--- src/rtl/if_fetch_queue.sv ---
// Instruction-fetch stage: sequential PC generation, multi-outstanding in-order fetch,
// and a FQ_DEPTH-entry queue toward ID. Optional IF_PERF_CNT_EN adds fetch/flush counters.
module if_fetch_queue #(
    parameter int unsigned PC_WIDTH   = 64,
    parameter int unsigned INST_WIDTH = 32,
    parameter int unsigned FQ_DEPTH   = 4,
    parameter logic [PC_WIDTH-1:0] RESET_PC = PC_WIDTH'(64'h0000_0000_8000_0000),
    parameter int unsigned PC_STEP    = 4
) (
    input  logic                  clk,
    input  logic                  rst,
    input  logic                  redirect_valid_i,
    input  logic [PC_WIDTH-1:0]   redirect_pc_i,
    output logic                  imem_req_valid_o,
    input  logic                  imem_req_ready_i,
    output logic [PC_WIDTH-1:0]   imem_req_pc_o,
    input  logic                  imem_rsp_valid_i,
    input  logic [INST_WIDTH-1:0] imem_rsp_inst_i,
    output logic                  IF_valid_o,
    output logic [PC_WIDTH-1:0]   IF_pc_o,
    output logic [INST_WIDTH-1:0] IF_inst_o,
    input  logic                  ID_ready_i
`ifdef IF_PERF_CNT_EN
    ,
    output logic [31:0]           perf_fetch_cnt_o,
    output logic [31:0]           perf_flush_cnt_o
`endif
);

    localparam int unsigned IDX_W  = $clog2(FQ_DEPTH);
    localparam int unsigned PTR_W  = IDX_W + 1;
    localparam int unsigned DROP_W = IDX_W + 2;

    logic [PTR_W-1:0]    alloc_ptr, fill_ptr, head_ptr;
    logic [PTR_W-1:0]    alloc_n, fill_n, head_n;
    logic [DROP_W-1:0]   drop_cnt, drop_n;
    logic [PC_WIDTH-1:0] fetch_pc, fetch_pc_n;

    logic [PC_WIDTH-1:0]   pc_mem   [FQ_DEPTH];
    logic [INST_WIDTH-1:0] inst_mem [FQ_DEPTH];

    logic [PTR_W-1:0] occupancy;
    logic [PTR_W-1:0] outstanding;
    logic             req_fire;
    logic             rsp_drop;
    logic             rsp_fill;
    logic             deq_fire;

    assign occupancy   = alloc_ptr - head_ptr;
    assign outstanding = alloc_ptr - fill_ptr;

    // Request is gated by queue credits, so a dequeue frees a credit only next cycle
    assign imem_req_valid_o = !rst && !redirect_valid_i && (occupancy < PTR_W'(FQ_DEPTH));
    assign imem_req_pc_o    = fetch_pc;
    assign req_fire         = imem_req_valid_o && imem_req_ready_i;

    // Responses owed to flushed requests are swallowed first; extras with nothing outstanding are ignored
    assign rsp_drop = imem_rsp_valid_i && (drop_cnt != '0);
    assign rsp_fill = imem_rsp_valid_i && (drop_cnt == '0) && (fill_ptr != alloc_ptr);

    assign IF_valid_o = (fill_ptr != head_ptr);
    assign IF_pc_o    = pc_mem[head_ptr[IDX_W-1:0]];
    assign IF_inst_o  = inst_mem[head_ptr[IDX_W-1:0]];
    assign deq_fire   = IF_valid_o && ID_ready_i && !redirect_valid_i;

    // Next-state for pointers, drop counter and fetch PC
    always_comb begin
        alloc_n    = alloc_ptr;
        fill_n     = fill_ptr;
        head_n     = head_ptr;
        drop_n     = drop_cnt;
        fetch_pc_n = fetch_pc;
        if (redirect_valid_i) begin
            fill_n     = alloc_ptr;
            head_n     = alloc_ptr;
            drop_n     = drop_cnt + DROP_W'(outstanding)
                         - (rsp_drop ? DROP_W'(1) : '0)
                         - (rsp_fill ? DROP_W'(1) : '0);
            fetch_pc_n = redirect_pc_i;
        end else begin
            if (req_fire) begin
                alloc_n    = alloc_ptr + PTR_W'(1);
                fetch_pc_n = fetch_pc + PC_WIDTH'(PC_STEP);
            end
            if (rsp_drop) drop_n = drop_cnt - DROP_W'(1);
            if (rsp_fill) fill_n = fill_ptr + PTR_W'(1);
            if (deq_fire) head_n = head_ptr + PTR_W'(1);
        end
    end

    always_ff @(posedge clk) begin
        if (rst) begin
            alloc_ptr <= '0;
            fill_ptr  <= '0;
            head_ptr  <= '0;
            drop_cnt  <= '0;
            fetch_pc  <= RESET_PC;
        end else begin
            alloc_ptr <= alloc_n;
            fill_ptr  <= fill_n;
            head_ptr  <= head_n;
            drop_cnt  <= drop_n;
            fetch_pc  <= fetch_pc_n;
        end
    end

    // Entry payload storage; validity is tracked by the pointers alone
    always_ff @(posedge clk) begin
        if (req_fire) pc_mem[alloc_ptr[IDX_W-1:0]] <= fetch_pc;
        if (rsp_fill && !redirect_valid_i) inst_mem[fill_ptr[IDX_W-1:0]] <= imem_rsp_inst_i;
    end

`ifdef IF_PERF_CNT_EN
    always_ff @(posedge clk) begin
        if (rst) begin
            perf_fetch_cnt_o <= '0;
            perf_flush_cnt_o <= '0;
        end else begin
            if (deq_fire)         perf_fetch_cnt_o <= perf_fetch_cnt_o + 32'd1;
            if (redirect_valid_i) perf_flush_cnt_o <= perf_flush_cnt_o + 32'd1;
        end
    end
`endif

endmodule

--- config.mk ---
export PLATFORM = sky130hd
export DESIGN_NAME = if_fetch_queue
export DESIGN_NICKNAME = d
export VERILOG_FILES = /design/src/rtl/if_fetch_queue.sv
export SDC_FILE = /design/constraint.sdc
export NUM_CORES = 1
export LEC_CHECK = 0
export BUFFER_PORTS_ARGS = -buffer_cell sky130_fd_sc_hd__buf_2
export CORE_UTILIZATION = 30
export DETAILED_ROUTE_END_ITERATION = 7
export PLACE_DENSITY = 0.53
export SLEW_MARGIN = 30
export SYNTH_ARGS = -nofsm -noshare
export SYNTH_HDL_FRONTEND = slang
export SYNTH_SLANG_ARGS = --single-unit
--- constraint.sdc ---
create_clock -name clk -period 4.9 [get_ports clk]
set_input_delay 0.98 -clock clk [delete_from_list [all_inputs] [get_ports clk]]
set_output_delay 0.98 -clock clk [all_outputs]
set_load 0.1 [all_outputs]
==> metrics.md <==
| Metric | Value |
|---|---|
| Starting DRC count in detailed routing | 734 |
| Area fraction of the dominant cell type after synthesis | around three fifths |
| TritonRoute pass-1 iters | 5 |
| Synth Warn # | 0 |
| Final wirelength | just over 50000 um |
| Max cap viols | 0 |
| Die Span Y | between 200 and 300 um |
| Number of synthesized flops with an enable pin | between 300 and 400 |
| Worst path cell trace | buf_12 -> mux4_2 -> buf_2 |
| Clock Latency Late Sink | between 0.5 and 0.6 ns |
| LEAKAGE | ~0.0078 uW |
| Die Wd | around 250 um |
| Arr. time, crit path | about 2.7 ns |
| I/O Pins | around 260 |
| Root Driver | clkbuf_16 |
| # DRC | 0 |
| Cts repair resizes | 0 |
| Commonest cells post-synth | 384 x edfxtp_1, 96 x mux4_2, 79 x dfxtp_1, 78 x nand2_1, 39 x nor2_1 |
| TritonCTS buffer count | 50 |
| DR WL/cell | 22.6 um |
| Synth Area per Inst | about 17 sq um |
| Total track usage | 16.1% |
| Final #Nets | around 1.5k |
| Initial Util | between 30 and 40% |
| Area leader, netlist | edfxtp_1 |
| DR vias | 11.4k |
| Core region area | ~0.06 sq mm |
| Vias in the first global route | between 10k and 15k |
| Clk_skew | 0.0249 ns |
| Cells after DPL | between 2k and 2.5k |
| CTS sink cnt | ~460 |
| Critical Path RT | between 3 and 4 ns |
| Clk slew on worst S/H paths | about 0.060 ns |
| Worst Setup Start Kind | flop |
| Post-DP HPWL | approximately 35000 um |
| Crit path time final | about 3.7 ns |
| RSZ-0062 raised after global routing | false |
| Most frequent cell after synthesis | edfxtp_1 |
| Power density over cell area | ~430 mW/mm^2 |
| First-pass GRT wire length | around 76000 um |
| Sequential fraction of the synthesis area | roughly 70% |
| Critical path class | reg2out |
| HP Class | reg2reg |
| Crit Path Max Fanout | between 40 and 50 |
| Initial antenna violation count | 16 |
| # setup viols final | 0 |
| Vias per inst | about 5 |
| Fin crit share | about 75% |
| Fin Hold WS | slightly above 0.5 ns |
| Headroom to the max-slew limit | 37.6% |
| Cell variety after synth | 55 |
| Highest cell delay on the worst timing path | between 0.6 and 0.7 ns |
| H-tree depth | 2 |
| Worst Tran Pin Value | ~0.91 ns |
| Final Cell Area | 0.0229 sq mm |
| CTS Hold Bufs | 0 |
| Cells after Synth | 1132 |
| Final Non-Filler Cells | 2297 |
| Gr ovfl total | 0 |
| Largest net degree at the start of global routing | slightly below 70 |
| Post-synth ARST share | 0% |
| Synth area leaders | edfxtp_1 61%, mux4_2 12%, dfxtp_1 8.4% |
| CP Capture Type | output pin |
| Post-Syn Area | approximately 0.019 sq mm |
| CP max-delay cell | dfxtp_4 |
| Status | completed |
| Antenna Nets Post-Route | 0 |
| Sum Neg Setup Slack | 0 ns |
| Synthesized flop and latch total | 463 |
| Die Area | around 0.064 sq mm |
| Area delta synth->final | 21.9% |
| Max frequency | between 0.2 and 0.3 GHz |
| Max Slew Vio Count | 0 |
| Placed Area | 0.0212 sq mm |
| Final GP Congestion | about 0.8 |
| Maximum VDD drop | approximately 0.00024 V |
| Post-CTS Setup Inserts | 0 |
| Endpoints failing hold | 0 |
| Fill count | about 5.9k |
| Port Buf Inserts | 263 |
| Top_reg_cell synth | edfxtp_1 |
| Cell Rows | 91 |
| Net count after synthesis | roughly 1.3k |
| CTS tree | done |
| Layout cell share with drive strength beyond 1 | between 30% and 40% |
| CTS max path bufs | 3 |
-- cells by family (layout without fill, tap and decap cells) --
logic type / count (synthesis) / in the layout / share of synthesized area (%)
adder cells (fa/ha/maj): 23 / 23 / 1.69
AND/OR/NAND/NOR: 297 / 297 / 8.56
buffers and inverters: 79 / 403 / 1.62
flip-flops: 463 / 463 / 69.9
multiplexers: 106 / 106 / 12.1
other: 0 / 4 / 0
XOR/XNOR: 32 / 32 / 1.49
AO/OA/AOI/OAI: 132 / 132 / 4.65
-- final timing paths --
path | depth (start not counted) | end | slack [ns] | start
worst min-delay path | 2 | alloc_ptr[0]$_SDFFE_PP0P_ | 0.52 | alloc_ptr[0]$_SDFFE_PP0P_
worst min register to register | 2 | alloc_ptr[0]$_SDFFE_PP0P_ | 0.52 | alloc_ptr[0]$_SDFFE_PP0P_
worst max register to register | 16 | drop_cnt[3]$_SDFFE_PP0P_ | 1.30 | drop_cnt[0]$_SDFFE_PP0P_
worst max-delay path | 3 | IF_pc_o[16] | 1.25 | flop
-- final cells by class --
cell class                      count  area, sq um  area share, %
Tap cell                          837         1050           4.58
Antenna cell                        4         10.0         0.0438
Inverter                           26         97.6          0.427
Clock buffer                       63         1350           5.91
Multi-Input combinational cell    590         5380           23.5
Clock inverter                     29          294           1.29
Timing Repair Buffer              285         1580           6.89
Sequential cell                   463        13100           57.4
-- metal layers --
layer / share of wire [%] / vias to the layer above / track usage [%]
li1: - / 5131 / -
met1: 44 / 5803 / 22.2
met2: 46 / 400 / 25.0
met3: 8.4 / 77 / 4.96
met4: 1.6 / 22 / 3.39
met5: 0.26 / - / 0
-- stage by stage --
| stage | util [%] | setup slack (ns) | power (uW) |
|---|---|---|---|
| after detailed placement | 34.4 | 1.06 | 6240 |
| after CTS | 37.1 | 1.12 | 10000 |
| final | 37.1 | 1.25 | 9930 |
| after global routing | 37.1 | 1.02 | 10300 |
| after global placement | 34.3 | 1.08 | 6220 |
| after floorplan | - | 0.463 | 5850 |
-- cells in the final DEF (no fill, tap or decap), types with 11 or more instances in the layout --
cell type / netlist / final
nor2_1: 39 / 39
and3_1: 15 / 15
or3_1: 20 / 20
nor4_1: 13 / 13
nand3_1: 31 / 31
xor2_1: 12 / 12
mux4_2: 96 / 96
xnor2_1: 20 / 20
clkinv_1: 0 / 11
buf_2: 3 / 263
ha_1: 19 / 19
buf_4: 1 / 15
o211ai_1: 12 / 12
nand2_1: 78 / 78
inv_1: 26 / 25
clkbuf_16: 0 / 51
edfxtp_1: 384 / 384
nand4_1: 27 / 27
a21oi_1: 32 / 32
dfxtp_1: 79 / 77
a31oi_1: 31 / 31
nor3_1: 17 / 16
-- registers in the layout, indices dropped and copies added, names as in the netlist, named ones only --
signal / cells
inst_mem: 128
imem_req_pc_o: 64
alloc_ptr: 3
fill_ptr: 3
head_ptr: 3
pc_mem: 256
drop_cnt: 4
-- report_power, final --
part           leakage [uW]  switching [uW]  total [uW]  internal (uW)
combinational       0.00281            1220        1640            413
clock              0.000803            1530        3790           2260
sequential          0.00419             144        4500           4360
total               0.00780            2900        9930           7030
-- critical path, delay by kind of cell (launching register included) --
kind,cells,cell delay (ns)
muxes,1,0.62
DFF,1,0.67
buffers and inverters,2,0.72
Power figures use the tool's default switching activity.
